==> config.mk <==
export PLATFORM = sky130hd
export DESIGN_NAME = rob_retire_flat
export DESIGN_NICKNAME = d
export VERILOG_FILES = /design/src/rtl/rob_retire_if.sv /design/src/rtl/rob_retire.sv /design/src/flat_wrapper.sv
export SDC_FILE = /design/constraint.sdc
export NUM_CORES = 2
export LEC_CHECK = 0
export BUFFER_PORTS_ARGS = -buffer_cell sky130_fd_sc_hd__buf_2
export CORE_MARGIN = 1
export CORE_UTILIZATION = 40
export DETAILED_ROUTE_END_ITERATION = 7
export SETUP_SLACK_MARGIN = 0.3
export SLEW_MARGIN = 20
export SYNTH_ARGS = -nofsm -noshare
export SYNTH_HDL_FRONTEND = slang
export SYNTH_SLANG_ARGS = --single-unit
export TNS_END_PERCENT = 100
==> constraint.sdc <==
create_clock -name clk -period 5.5 [get_ports clk]
set_input_delay 0.825 -clock clk [delete_from_list [all_inputs] [get_ports clk]]
set_output_delay 0.825 -clock clk [all_outputs]
set_load 0.005 [all_outputs]
==> src/rtl/rob_retire_if.sv <==
// Dispatch/complete/retire signal bundle for the reorder buffer.
// The core side drives through master; the ROB sits on slave.
interface rob_retire_if #(
  parameter int DEPTH  = 16,
  parameter int IDX_W  = 4,
  parameter int PREG_W = 6,
  parameter int DATA_W = 32
);
  logic              alloc_valid_1, alloc_valid_2;
  logic [PREG_W-1:0] alloc_pd_1, alloc_pd_2;
  logic [PREG_W-1:0] alloc_old_pd_1, alloc_old_pd_2;
  logic              alloc_is_store_1, alloc_is_store_2;
  logic              alloc_ready;
  logic [IDX_W-1:0]  alloc_idx_1, alloc_idx_2;

  logic              cmp_valid_1, cmp_valid_2, cmp_valid_3;
  logic [IDX_W-1:0]  cmp_rob_1, cmp_rob_2, cmp_rob_3;
  logic [DATA_W-1:0] cmp_result_1, cmp_result_2, cmp_result_3;

  logic              retire_flag_1, retire_flag_2;
  logic [PREG_W-1:0] fp_ind_1, fp_ind_2;
  logic              ret_valid_1, ret_valid_2;
  logic [PREG_W-1:0] ret_pd_1, ret_pd_2;
  logic [DATA_W-1:0] ret_data_1, ret_data_2;
  logic              ret_is_store_1, ret_is_store_2;

  logic [IDX_W:0]    count;
  logic              empty, full;

  modport master (
    output alloc_valid_1, alloc_valid_2, alloc_pd_1, alloc_pd_2,
           alloc_old_pd_1, alloc_old_pd_2, alloc_is_store_1, alloc_is_store_2,
           cmp_valid_1, cmp_valid_2, cmp_valid_3, cmp_rob_1, cmp_rob_2, cmp_rob_3,
           cmp_result_1, cmp_result_2, cmp_result_3,
    input  alloc_ready, alloc_idx_1, alloc_idx_2,
           retire_flag_1, retire_flag_2, fp_ind_1, fp_ind_2,
           ret_valid_1, ret_valid_2, ret_pd_1, ret_pd_2, ret_data_1, ret_data_2,
           ret_is_store_1, ret_is_store_2, count, empty, full
  );

  modport slave (
    input  alloc_valid_1, alloc_valid_2, alloc_pd_1, alloc_pd_2,
           alloc_old_pd_1, alloc_old_pd_2, alloc_is_store_1, alloc_is_store_2,
           cmp_valid_1, cmp_valid_2, cmp_valid_3, cmp_rob_1, cmp_rob_2, cmp_rob_3,
           cmp_result_1, cmp_result_2, cmp_result_3,
    output alloc_ready, alloc_idx_1, alloc_idx_2,
           retire_flag_1, retire_flag_2, fp_ind_1, fp_ind_2,
           ret_valid_1, ret_valid_2, ret_pd_1, ret_pd_2, ret_data_1, ret_data_2,
           ret_is_store_1, ret_is_store_2, count, empty, full
  );
endinterface

==> src/rtl/rob_retire.sv <==
// Reorder buffer with dual in-order retire and free-pool release of old pregs.
// Entry payload arrays carry no reset; only the valid/complete flags and pointers do.
module rob_retire #(
  parameter int DEPTH  = 16,
  parameter int IDX_W  = 4,
  parameter int PREG_W = 6,
  parameter int DATA_W = 32
) (
  input logic        clk,
  input logic        rst_n,
  rob_retire_if.slave bus
);
  localparam logic [IDX_W:0] CNT_FULL      = (IDX_W+1)'(DEPTH);
  localparam logic [IDX_W:0] CNT_READY_MAX = (IDX_W+1)'(DEPTH - 2);

  logic [DEPTH-1:0]  ent_v, ent_comp, ent_store;
  logic [PREG_W-1:0] ent_pd     [DEPTH];
  logic [PREG_W-1:0] ent_old_pd [DEPTH];
  logic [DATA_W-1:0] ent_result [DEPTH];

  logic [IDX_W-1:0]  head, head_p1, tail, tail_p1;
  logic [IDX_W:0]    count;
  logic              alloc_ready, acc_1, acc_2;
  logic              sel_1, sel_2, rel_1, rel_2;
  logic              hit_1, hit_2, hit_3;

  assign head_p1 = head + IDX_W'(1);
  assign tail_p1 = tail + IDX_W'(1);

  // Space check uses registered count only, so a retire never opens room in its own cycle.
  assign alloc_ready = (count <= CNT_READY_MAX);
  assign acc_1       = alloc_ready & bus.alloc_valid_1;
  assign acc_2       = acc_1 & bus.alloc_valid_2;

  assign sel_1 = ent_v[head] & ent_comp[head];
  assign sel_2 = sel_1 & ent_v[head_p1] & ent_comp[head_p1];
  assign rel_1 = sel_1 & ~ent_store[head]    & (ent_old_pd[head] != '0);
  assign rel_2 = sel_2 & ~ent_store[head_p1] & (ent_old_pd[head_p1] != '0);

  // Lower-numbered port wins when several name the same entry.
  assign hit_1 = bus.cmp_valid_1 & ent_v[bus.cmp_rob_1] & ~ent_comp[bus.cmp_rob_1];
  assign hit_2 = bus.cmp_valid_2 & ent_v[bus.cmp_rob_2] & ~ent_comp[bus.cmp_rob_2]
               & ~(bus.cmp_valid_1 & (bus.cmp_rob_1 == bus.cmp_rob_2));
  assign hit_3 = bus.cmp_valid_3 & ent_v[bus.cmp_rob_3] & ~ent_comp[bus.cmp_rob_3]
               & ~(bus.cmp_valid_1 & (bus.cmp_rob_1 == bus.cmp_rob_3))
               & ~(bus.cmp_valid_2 & (bus.cmp_rob_2 == bus.cmp_rob_3));

  assign bus.alloc_ready = alloc_ready;
  assign bus.alloc_idx_1 = tail;
  assign bus.alloc_idx_2 = tail_p1;
  assign bus.count       = count;
  assign bus.empty       = (count == '0);
  assign bus.full        = (count == CNT_FULL);

  // Retiring, completing and allocating entries never overlap: retirees are already
  // complete, and allocation only targets free slots.
  always_ff @(posedge clk or negedge rst_n) begin
    if (!rst_n) begin
      ent_v    <= '0;
      ent_comp <= '0;
      head     <= '0;
      tail     <= '0;
      count    <= '0;
    end else begin
      if (sel_1) begin
        ent_v[head]    <= 1'b0;
        ent_comp[head] <= 1'b0;
      end
      if (sel_2) begin
        ent_v[head_p1]    <= 1'b0;
        ent_comp[head_p1] <= 1'b0;
      end
      if (hit_1) ent_comp[bus.cmp_rob_1] <= 1'b1;
      if (hit_2) ent_comp[bus.cmp_rob_2] <= 1'b1;
      if (hit_3) ent_comp[bus.cmp_rob_3] <= 1'b1;
      if (acc_1) begin
        ent_v[tail]    <= 1'b1;
        ent_comp[tail] <= 1'b0;
      end
      if (acc_2) begin
        ent_v[tail_p1]    <= 1'b1;
        ent_comp[tail_p1] <= 1'b0;
      end
      head  <= head + IDX_W'(sel_1) + IDX_W'(sel_2);
      tail  <= tail + IDX_W'(acc_1) + IDX_W'(acc_2);
      count <= count + (IDX_W+1)'(acc_1) + (IDX_W+1)'(acc_2)
                     - (IDX_W+1)'(sel_1) - (IDX_W+1)'(sel_2);
    end
  end

  always_ff @(posedge clk) begin
    if (acc_1) begin
      ent_store[tail]  <= bus.alloc_is_store_1;
      ent_pd[tail]     <= bus.alloc_pd_1;
      ent_old_pd[tail] <= bus.alloc_old_pd_1;
    end
    if (acc_2) begin
      ent_store[tail_p1]  <= bus.alloc_is_store_2;
      ent_pd[tail_p1]     <= bus.alloc_pd_2;
      ent_old_pd[tail_p1] <= bus.alloc_old_pd_2;
    end
    if (hit_1) ent_result[bus.cmp_rob_1] <= bus.cmp_result_1;
    if (hit_2) ent_result[bus.cmp_rob_2] <= bus.cmp_result_2;
    if (hit_3) ent_result[bus.cmp_rob_3] <= bus.cmp_result_3;
  end

  // Payload outputs are gated to zero when not retiring so unwritten slots never leak out.
  always_ff @(posedge clk or negedge rst_n) begin
    if (!rst_n) begin
      bus.ret_valid_1    <= 1'b0;
      bus.ret_valid_2    <= 1'b0;
      bus.ret_pd_1       <= '0;
      bus.ret_pd_2       <= '0;
      bus.ret_data_1     <= '0;
      bus.ret_data_2     <= '0;
      bus.ret_is_store_1 <= 1'b0;
      bus.ret_is_store_2 <= 1'b0;
      bus.retire_flag_1  <= 1'b0;
      bus.retire_flag_2  <= 1'b0;
      bus.fp_ind_1       <= '0;
      bus.fp_ind_2       <= '0;
    end else begin
      bus.ret_valid_1    <= sel_1;
      bus.ret_valid_2    <= sel_2;
      bus.ret_pd_1       <= sel_1 ? ent_pd[head]        : '0;
      bus.ret_pd_2       <= sel_2 ? ent_pd[head_p1]     : '0;
      bus.ret_data_1     <= sel_1 ? ent_result[head]    : '0;
      bus.ret_data_2     <= sel_2 ? ent_result[head_p1] : '0;
      bus.ret_is_store_1 <= sel_1 & ent_store[head];
      bus.ret_is_store_2 <= sel_2 & ent_store[head_p1];
      bus.retire_flag_1  <= rel_1;
      bus.retire_flag_2  <= rel_2;
      bus.fp_ind_1       <= rel_1 ? ent_old_pd[head]    : '0;
      bus.fp_ind_2       <= rel_2 ? ent_old_pd[head_p1] : '0;
    end
  end
endmodule

==> src/flat_wrapper.sv <==
// flat-port wrapper written by rule: the top's interface ports become plain ports
module rob_retire_flat 
#(
  parameter int DEPTH  = 16,
  parameter int IDX_W  = 4,
  parameter int PREG_W = 6,
  parameter int DATA_W = 32
)
  (clk, rst_n, bus_alloc_valid_1, bus_alloc_valid_2, bus_alloc_pd_1, bus_alloc_pd_2, bus_alloc_old_pd_1, bus_alloc_old_pd_2, bus_alloc_is_store_1, bus_alloc_is_store_2, bus_cmp_valid_1, bus_cmp_valid_2, bus_cmp_valid_3, bus_cmp_rob_1, bus_cmp_rob_2, bus_cmp_rob_3, bus_cmp_result_1, bus_cmp_result_2, bus_cmp_result_3, bus_alloc_ready, bus_alloc_idx_1, bus_alloc_idx_2, bus_retire_flag_1, bus_retire_flag_2, bus_fp_ind_1, bus_fp_ind_2, bus_ret_valid_1, bus_ret_valid_2, bus_ret_pd_1, bus_ret_pd_2, bus_ret_data_1, bus_ret_data_2, bus_ret_is_store_1, bus_ret_is_store_2, bus_count, bus_empty, bus_full);
  rob_retire_if #(.DEPTH(DEPTH), .IDX_W(IDX_W), .PREG_W(PREG_W), .DATA_W(DATA_W)) bus_i ();
  input logic clk;
  input logic rst_n;
  input wire logic [$bits(bus_i.alloc_valid_1)-1:0] bus_alloc_valid_1;
  input wire logic [$bits(bus_i.alloc_valid_2)-1:0] bus_alloc_valid_2;
  input wire logic [$bits(bus_i.alloc_pd_1)-1:0] bus_alloc_pd_1;
  input wire logic [$bits(bus_i.alloc_pd_2)-1:0] bus_alloc_pd_2;
  input wire logic [$bits(bus_i.alloc_old_pd_1)-1:0] bus_alloc_old_pd_1;
  input wire logic [$bits(bus_i.alloc_old_pd_2)-1:0] bus_alloc_old_pd_2;
  input wire logic [$bits(bus_i.alloc_is_store_1)-1:0] bus_alloc_is_store_1;
  input wire logic [$bits(bus_i.alloc_is_store_2)-1:0] bus_alloc_is_store_2;
  input wire logic [$bits(bus_i.cmp_valid_1)-1:0] bus_cmp_valid_1;
  input wire logic [$bits(bus_i.cmp_valid_2)-1:0] bus_cmp_valid_2;
  input wire logic [$bits(bus_i.cmp_valid_3)-1:0] bus_cmp_valid_3;
  input wire logic [$bits(bus_i.cmp_rob_1)-1:0] bus_cmp_rob_1;
  input wire logic [$bits(bus_i.cmp_rob_2)-1:0] bus_cmp_rob_2;
  input wire logic [$bits(bus_i.cmp_rob_3)-1:0] bus_cmp_rob_3;
  input wire logic [$bits(bus_i.cmp_result_1)-1:0] bus_cmp_result_1;
  input wire logic [$bits(bus_i.cmp_result_2)-1:0] bus_cmp_result_2;
  input wire logic [$bits(bus_i.cmp_result_3)-1:0] bus_cmp_result_3;
  output wire logic [$bits(bus_i.alloc_ready)-1:0] bus_alloc_ready;
  output wire logic [$bits(bus_i.alloc_idx_1)-1:0] bus_alloc_idx_1;
  output wire logic [$bits(bus_i.alloc_idx_2)-1:0] bus_alloc_idx_2;
  output wire logic [$bits(bus_i.retire_flag_1)-1:0] bus_retire_flag_1;
  output wire logic [$bits(bus_i.retire_flag_2)-1:0] bus_retire_flag_2;
  output wire logic [$bits(bus_i.fp_ind_1)-1:0] bus_fp_ind_1;
  output wire logic [$bits(bus_i.fp_ind_2)-1:0] bus_fp_ind_2;
  output wire logic [$bits(bus_i.ret_valid_1)-1:0] bus_ret_valid_1;
  output wire logic [$bits(bus_i.ret_valid_2)-1:0] bus_ret_valid_2;
  output wire logic [$bits(bus_i.ret_pd_1)-1:0] bus_ret_pd_1;
  output wire logic [$bits(bus_i.ret_pd_2)-1:0] bus_ret_pd_2;
  output wire logic [$bits(bus_i.ret_data_1)-1:0] bus_ret_data_1;
  output wire logic [$bits(bus_i.ret_data_2)-1:0] bus_ret_data_2;
  output wire logic [$bits(bus_i.ret_is_store_1)-1:0] bus_ret_is_store_1;
  output wire logic [$bits(bus_i.ret_is_store_2)-1:0] bus_ret_is_store_2;
  output wire logic [$bits(bus_i.count)-1:0] bus_count;
  output wire logic [$bits(bus_i.empty)-1:0] bus_empty;
  output wire logic [$bits(bus_i.full)-1:0] bus_full;
  assign bus_i.alloc_valid_1 = bus_alloc_valid_1;
  assign bus_i.alloc_valid_2 = bus_alloc_valid_2;
  assign bus_i.alloc_pd_1 = bus_alloc_pd_1;
  assign bus_i.alloc_pd_2 = bus_alloc_pd_2;
  assign bus_i.alloc_old_pd_1 = bus_alloc_old_pd_1;
  assign bus_i.alloc_old_pd_2 = bus_alloc_old_pd_2;
  assign bus_i.alloc_is_store_1 = bus_alloc_is_store_1;
  assign bus_i.alloc_is_store_2 = bus_alloc_is_store_2;
  assign bus_i.cmp_valid_1 = bus_cmp_valid_1;
  assign bus_i.cmp_valid_2 = bus_cmp_valid_2;
  assign bus_i.cmp_valid_3 = bus_cmp_valid_3;
  assign bus_i.cmp_rob_1 = bus_cmp_rob_1;
  assign bus_i.cmp_rob_2 = bus_cmp_rob_2;
  assign bus_i.cmp_rob_3 = bus_cmp_rob_3;
  assign bus_i.cmp_result_1 = bus_cmp_result_1;
  assign bus_i.cmp_result_2 = bus_cmp_result_2;
  assign bus_i.cmp_result_3 = bus_cmp_result_3;
  assign bus_alloc_ready = bus_i.alloc_ready;
  assign bus_alloc_idx_1 = bus_i.alloc_idx_1;
  assign bus_alloc_idx_2 = bus_i.alloc_idx_2;
  assign bus_retire_flag_1 = bus_i.retire_flag_1;
  assign bus_retire_flag_2 = bus_i.retire_flag_2;
  assign bus_fp_ind_1 = bus_i.fp_ind_1;
  assign bus_fp_ind_2 = bus_i.fp_ind_2;
  assign bus_ret_valid_1 = bus_i.ret_valid_1;
  assign bus_ret_valid_2 = bus_i.ret_valid_2;
  assign bus_ret_pd_1 = bus_i.ret_pd_1;
  assign bus_ret_pd_2 = bus_i.ret_pd_2;
  assign bus_ret_data_1 = bus_i.ret_data_1;
  assign bus_ret_data_2 = bus_i.ret_data_2;
  assign bus_ret_is_store_1 = bus_i.ret_is_store_1;
  assign bus_ret_is_store_2 = bus_i.ret_is_store_2;
  assign bus_count = bus_i.count;
  assign bus_empty = bus_i.empty;
  assign bus_full = bus_i.full;
  rob_retire #(.DEPTH(DEPTH), .IDX_W(IDX_W), .PREG_W(PREG_W), .DATA_W(DATA_W)) u_core (.clk(clk), .rst_n(rst_n), .bus(bus_i));
endmodule
# After elaboration in Yosys (flattened, before gate mapping)

Memory sizes are Yosys's and may differ from the RTL's.
Cells that the tools add are included.

Input port bits: 141
Memories: 3
Memory bits (writable): 704
Logic and storage cells: 175
Bits in registers: 155
Output and inout port bits: 110

Multiplexer cells: 69
Bitwise gates (word level): 46
Equal/unequal tests: 4
Reduce and logical (&&, ||, !) cells: 10
$add $sub $neg: 10
$lt $le $gt $ge: 15

Memory list:

| name              | depth | bits a word | rd ports | clocked after memory_dff | write ports | line             | text |
|---|---|---|---|---|---|---|---|
| u_core.ent_result | 16    | 32          | 2        | 0                        | 3           | rob_retire.sv:19 | `logic [DATA_W-1:0] ent_result [DEPTH];` |
| u_core.ent_old_pd | 16    | 6           | 2        | 0                        | 2           | rob_retire.sv:18 | `logic [PREG_W-1:0] ent_old_pd [DEPTH];` |
| u_core.ent_pd     | 16    | 6           | 2        | 0                        | 2           | rob_retire.sv:17 | `logic [PREG_W-1:0] ent_pd [DEPTH];` |

Operator list:

| operator                                                                             | count |
|---|---|
| 16-bit two-way mux                                                                   | 13 |
| 16-bit AND                                                                           | 6 |
| 16-bit bitwise OR                                                                    | 5 |
| 32-bit two-way mux                                                                   | 2 |
| 16-bit inverter                                                                      | 4 |
| 1-bit binary-select mux with 4-bit select                                            | 12 |
| 4-bit by 5-bit < comparator with 1-bit output (second input constant)                | 7 |
| 16-bit bitwise mux                                                                   | 2 |
| 1-bit two-way mux                                                                    | 29 |
| 1-bit demux with 4-bit select                                                        | 7 |
| 4-bit by 1-bit greater-or-equal comparator with 1-bit output (second input constant) | 7 |
| 6-bit two-way mux                                                                    | 4 |
| 1-bit AND                                                                            | 23 |
| 4-bit by 1-bit adder with 4-bit output                                               | 4 |
| 4-bit == test                                                                        | 3 |
| 6-bit nonzero test                                                                   | 2 |
| 5-bit by 1-bit adder with 5-bit output                                               | 2 |
| 5-bit by 1-bit subtractor with 5-bit output                                          | 2 |
| 4-bit by 1-bit adder with 4-bit output (second input constant)                       | 2 |
| 1-bit inverter                                                                       | 8 |
| 1-bit logical AND                                                                    | 7 |
| 5-bit == test (second input constant)                                                | 1 |
| 5-bit by 4-bit less-or-equal comparator with 1-bit output (second input constant)    | 1 |
| 5-bit zero test                                                                      | 1 |

# Logic depth before layout (Yosys ltp)

Depth after elaboration: 19
Gate-level depth with buffers: 19
Gate-level depth less buffers: 16

# Least setup slack after synthesis

No wires, ideal clock.

Path kind: input to register
From: input bus_cmp_rob_1[1]
To: register u_core.ent_comp[4]
Buffers on the path: 2
Required time: 5.419 ns
Arrival: 6.411 ns
Stages on the path: 6
Slack: -0.992 ns
Library setup time: 0.081 ns
Cells stage by stage: clkbuf_1 clkbuf_1 a221oi_1 or4bb_1 o311ai_0 o21ba_2

Word-level cells in the longest chain between the ends: 14
Elaborated cells between the ends (all ways): 31
Classes of those cells: order compare (2); eq/ne (2); mux (11); bitwise (15); reduce/logical (1)

Ends and longest elaborated chain:

| item                                                                                                                                                | line               | text |
|---|---|---|
| start: declaration                                                                                                                                  | flat_wrapper.sv:24 | `input wire logic [$bits(bus_i.cmp_rob_1)-1:0] bus_cmp_rob_1;` |
| 4-bit by 5-bit < comparator with 1-bit output (implied by the code) or 4-bit by 1-bit greater-or-equal comparator with 1-bit output (tied branches) | rob_retire.sv:73   | `if (hit_1) ent_comp[bus.cmp_rob_1] <= 1'b1;` |
| 1-bit logical AND (implied by the code)                                                                                                             | rob_retire.sv:73   |  |
| 1-bit two-way mux (implied by the code)                                                                                                             | rob_retire.sv:73   |  |
| 1-bit demux with 4-bit select                                                                                                                       | --                 |  |
| 16-bit bitwise OR (no line)                                                                                                                         | --                 |  |
| 16-bit two-way mux                                                                                                                                  | rob_retire.sv:73   |  |
| 16-bit bitwise OR (no line)                                                                                                                         | --                 |  |
| 16-bit two-way mux                                                                                                                                  | rob_retire.sv:74   | `if (hit_2) ent_comp[bus.cmp_rob_2] <= 1'b1;` |
| 16-bit bitwise OR (no line)                                                                                                                         | --                 |  |
| 16-bit two-way mux (*)                                                                                                                              | rob_retire.sv:75   | `if (hit_3) ent_comp[bus.cmp_rob_3] <= 1'b1;` |
| 16-bit AND (no line)                                                                                                                                | --                 |  |
| 16-bit two-way mux (*)                                                                                                                              | rob_retire.sv:76   | `if (acc_1) begin` |
| 16-bit AND (no line)                                                                                                                                | --                 |  |
| 16-bit two-way mux (*)                                                                                                                              | rob_retire.sv:80   | `if (acc_2) begin` |
| end signal: indexed assignment                                                                                                                      | rob_retire.sv:75   |  |
| end signal: indexed assignment                                                                                                                      | rob_retire.sv:78   | `ent_comp[tail] <= 1'b0;` |
| end signal: indexed assignment                                                                                                                      | rob_retire.sv:82   | `ent_comp[tail_p1] <= 1'b0;` |
| end: declaration                                                                                                                                    | rob_retire.sv:16   | `logic [DEPTH-1:0] ent_v, ent_comp, ent_store;` |

Every way passes the cells marked *; elsewhere a longest branch is shown, timed or not. The select of a mux whose other input is x is not followed.

# Worst setup path after layout

From: register u_core.head[3]
To: register u_core.count[2], in the netlist u_core.bus.count[2]

Word-level cells in the longest chain between the ends: 6
Elaborated cells between the ends (all ways): 14
Classes of those cells: add/sub (3); mux (8); bitwise (3)

Ends and longest elaborated chain:

| item                                                                                                | line                               | text |
|---|---|---|
| start: declaration                                                                                  | rob_retire.sv:21                   | `logic [IDX_W-1:0] head, head_p1, tail, tail_p1;` |
| start signal: assignment                                                                            | rob_retire.sv:84                   | `head <= head + IDX_W'(sel_1) + IDX_W'(sel_2);` |
| 4-bit by 1-bit adder with 4-bit output or 1-bit binary-select mux with 4-bit select (tied branches) | rob_retire.sv:27, rob_retire.sv:35 |  |
| 1-bit binary-select mux with 4-bit select or 1-bit two-way mux (tied branches)                      | rob_retire.sv:36, rob_retire.sv:35 |  |
| 1-bit two-way mux (implied by the code) or 1-bit AND (tied branches)                                | rob_retire.sv:36, rob_retire.sv:35 |  |
| 1-bit AND (2 in a row)                                                                              | rob_retire.sv:36                   | `assign sel_2 = sel_1 & ent_v[head_p1] & ent_comp[head_p1];` |
| 5-bit by 1-bit subtractor with 5-bit output (*)                                                     | rob_retire.sv:87                   | `- (IDX_W+1)'(sel_1) - (IDX_W+1)'(sel_2);` |
| end signal: assignment                                                                              | rob_retire.sv:86                   | `count <= count + (IDX_W+1)'(acc_1) + (IDX_W+1)'(acc_2)` |
| end: declaration                                                                                    | rob_retire.sv:22                   | `logic [IDX_W:0] count;` |

Marks and branches as above.

==> run_results.csv <==
group,metric,value,unit
power,power.switching,11.08,mW
placement,hpwlAfterDp,108.7,mm
synthesis,synth_flop_cell,"edfxtp_1",
power,finalPower,28.72,mW
route,first_pass_iters,6,
synthesis,synth_edf_count,704,
sta,setup_ws,0.9726,ns
grt,grt_overflow,0,
worst_setup_path,slowest_delay,0.84,ns
worst_setup_path,cpMaxStageDelayCell,"dfrtp_4",
power,peakVddDrop,0.9257,mV
synthesis,synth.area.top_cells,"edfxtp_1 (40%), mux4_2 (19%), mux2i_1 (9.9%), dfrtp_1 (6.5%), mux2_2 (4.1%)",
power,seqPwrFrac,29.7,%
worst_setup_path,path_class,"reg -> reg",
placement,placedCellCount,5818,
grt,antenna_found_initial,31,
route,antenna_left,0,
placement,place_ws,1.014,ns
synthesis,syn_nets,4360,
sta,finalSetupViolCount,0,
run_status,status,"complete, no violations",
finish,multi_input_area,26600,um^2
route,vias,38446,
power,leakagePower,20.24,nW
worst_setup_path,worst-path-max-fanout,22,
clocking,htree_num_levels,3,
synthesis,avgSynthCellArea,12.75,um^2
route,drtIter0Drc,5024,
power,clkPwrFrac,23.6,%
clocking,ctsRootBufferMaster,"clkbuf_16",
placement,portBuffers,250,
placement,gp_congestion,0.9255,
synthesis,netlist_area,53480,um^2
die,die-area,135200,um^2
clocking,post_cts_buffers,0,
grt,track_usage,27.29,%
die,start_util,40.47,%
worst_setup_path,cp_common_cell,"inv_1",
finish,register_area,24950,um^2
worst_setup_path,required,6.17,ns
die,core_region_area,132100,um^2
clocking,post_cts_resized,0,
clocking,path_clk_slew,0.06,ns
worst_setup_path,worst-r2r-cell-count,12,
sta,fmax,220.9,MHz
finish,nets,4330,
sta,min_period_over_period,82.32,%
finish,syn_to_final_growth,11.01,%
sta,slew_headroom,15.78,%
sta,worst_slew_pin_slew,1.258,ns
clocking,clock_sinks,859,
route,vias_per_cell,6.390,
route,wl,187.3,mm
die,dieWidth,367.6,um
sta,grt_setup_unrepaired,"no",
grt,grt_pass1_vias,37146,
die,io_pins,251,
synthesis,yosysSeqAreaShare,46.63,%
clocking,cts_hold_buf,0,
worst_setup_path,arrival,5.20,ns
sta,maxSlewViolCount,0,
clocking,worst_skew_pair.late_latency,0.76,ns
sta,tns,0,ns
clocking,clockBufferDepth,3,
finish,fin_cells,6017,
synthesis,synth_warnings,0,
die,chipHeight,367.6,um
min_path,min_path_type,"in -> async",
synthesis,synthArstFlopShare,16.18,%
worst_setup_path,cp-start-kind,"flip-flop",
sta,period_needed,4.527,ns
synthesis,synth_cells,4194,
clocking,tritoncts,"done",
route,wl_per_cell,31.13,um
grt,grt_pass1_wl,268.9,mm
clocking,numCtsBuffers,99,
synthesis,synth_area_leader_cell,"edfxtp_1",
synthesis,synth_cell_type_count,83,
finish,n_fill_cell,11871,
power,p_sw_share,38.58,%
grt,grt_max_degree,145,
finish,drive_gt1_share,29.33,%
worst_setup_path,critPathCaptureType,"flip-flop",
sta,hold_violations,0,
sta,clock_skew,0.05207,ns
worst_setup_path,crit_chain,"buf_4 -> nand2_1 -> nor2_1 -> or4_4 -> inv_1 -> nor2_1 -> ha_1 -> fa_1 -> ha_1 -> inv_1 -> fa_1 -> inv_1",
synthesis,synth_top_area_share,39.53,%
power,p_comb_share,46.8,%
die,rows,133,
power,internal-power,17.64,mW
power,p_per_area,483.8,nW/um^2
job,max_cap_violations,0,
finish,finish.utilization,44.93,%
route,drc,0,
synthesis,synth_seq_cells,859,
-- metal layers --
metal  global-route usage [%]  up-vias  share of wire, %
met4                    9.431       32               3.1
met3                    6.350      367                11
li1                         -    16033                 -
met5                        0        -              0.10
met2                    41.11     2323                45
met1                    38.56    19691                41
-- kinds of logic (layout without fill, tap and decap cells) --
group | after synthesis | count (layout) | synth area share, %
multiplexers | 1186 | 1186 | 33.43
AND/OR/NAND/NOR | 898 | 898 | 7.686
flip-flops | 859 | 859 | 46.63
AO/OA/AOI/OAI | 666 | 666 | 6.928
buffers and inverters | 539 | 596 | 4.335
adder cells (fa/ha/maj) | 25 | 25 | 0.6411
XOR/XNOR | 21 | 21 | 0.3439
other | 0 | 11 | 0
-- Yosys cell counts (all sizes together), types with 14 or more instances --
library cell and number:
nor3 22, mux2i 531, nor2 239, and3 49
edfxtp 704, mux2 197, nand2b 14, mux4 458
nand2 427, inv 54, dfrtp 139, buf 196
dfxtp 16, clkbuf 289, o21ai 338, nand3 18
a21oi 219, ha 21, and2 53
-- final timing paths --
check / start / end / slack (ns)
setup / recovery: u_core.head[3]$_DFF_PN0_ / u_core.bus.count[2]$_DFF_PN0_ / 0.97
setup reg to reg: u_core.head[3]$_DFF_PN0_ / u_core.bus.count[2]$_DFF_PN0_ / 0.97
hold / removal: rst_n / u_core.bus.ret_data_1[23]$_DFF_PN0_ / 0.06
min in group clk: u_core.ent_v[1]$_DFF_PN0_ / u_core.ent_v[1]$_DFF_PN0_ / 0.53
hold reg to reg: u_core.ent_v[1]$_DFF_PN0_ / u_core.ent_v[1]$_DFF_PN0_ / 0.53
max in group asynchronous: rst_n / u_core.head[0]$_DFF_PN0_ / 4.20
-- worst max-delay path: cells and delay by family (launching register included) --
kind	cells	cell delay, ns
buffers and inverters	4	0.87
AND/OR/NAND/NOR	4	1.31
flip-flops	1	0.84
adder cells (fa/ha/maj)	4	1.36
-- cell usage in the layout (no fill, tap or decap), drive strengths merged, types with 12 or more instances in the layout --
cell type,netlist,layout
a21oi,219,219
a31oi,12,12
and2,53,53
and3,49,49
buf,196,354
clkbuf,289,131
clkinv,0,39
dfrtp,139,139
dfxtp,16,16
edfxtp,704,704
ha,21,21
inv,54,61
mux2,197,197
mux2i,531,531
mux4,458,458
nand2,427,427
nand2b,14,14
nand3,18,18
nor2,239,239
nor2b,12,12
nor3,22,22
nor4,13,13
o21ai,338,338
o311ai,12,12
xor2,12,12
-- final cells by class --
class	instances	share of cell area [%]
clock inverters	57	0.9295
repair buffers	354	3.587
diodes	11	0.04637
well taps	1755	3.699
multi-input cells	2796	44.82
clock buffers	131	4.546
inverters	54	0.3414
flip-flops and latches	859	42.04
-- flip-flops by register name (all words and copies together) (netlist names), 4 cells and up --
register,flops
u_core.ent_result,512
u_core.ent_old_pd,96
u_core.ent_pd,96
u_core.bus.ret_data_1,32
u_core.bus.ret_data_2,32
u_core.ent_comp,16
u_core.ent_store,16
u_core.ent_v,16
u_core.bus.fp_ind_1,6
u_core.bus.fp_ind_2,6
u_core.bus.ret_pd_1,6
u_core.bus.ret_pd_2,6
u_core.bus.count,5
u_core.bus.alloc_idx_1,4
u_core.head,4
-- through the flow --
stage,instance area (um^2),hold WS (ns)
2_1_floorplan,53480,0.4984
3_3_place_gp,56080,0.5131
3_5_place_dp,56080,0.5196
4_1_cts,59330,0.05635
5_1_grt,59360,0.1078
6_report,59360,0.05759
-- power groups by stage --
stage	logic [mW]	registers, mW	clock network, mW
6_report	13.4	8.52	6.77
3_3_place_gp	13.2	8.60	0
4_1_cts	13.4	8.48	6.85
3_5_place_dp	13.3	8.61	0
5_1_grt	14.1	8.58	7.06
2_1_floorplan	9.20	8.24	0
Power figures use the tool's default switching activity.
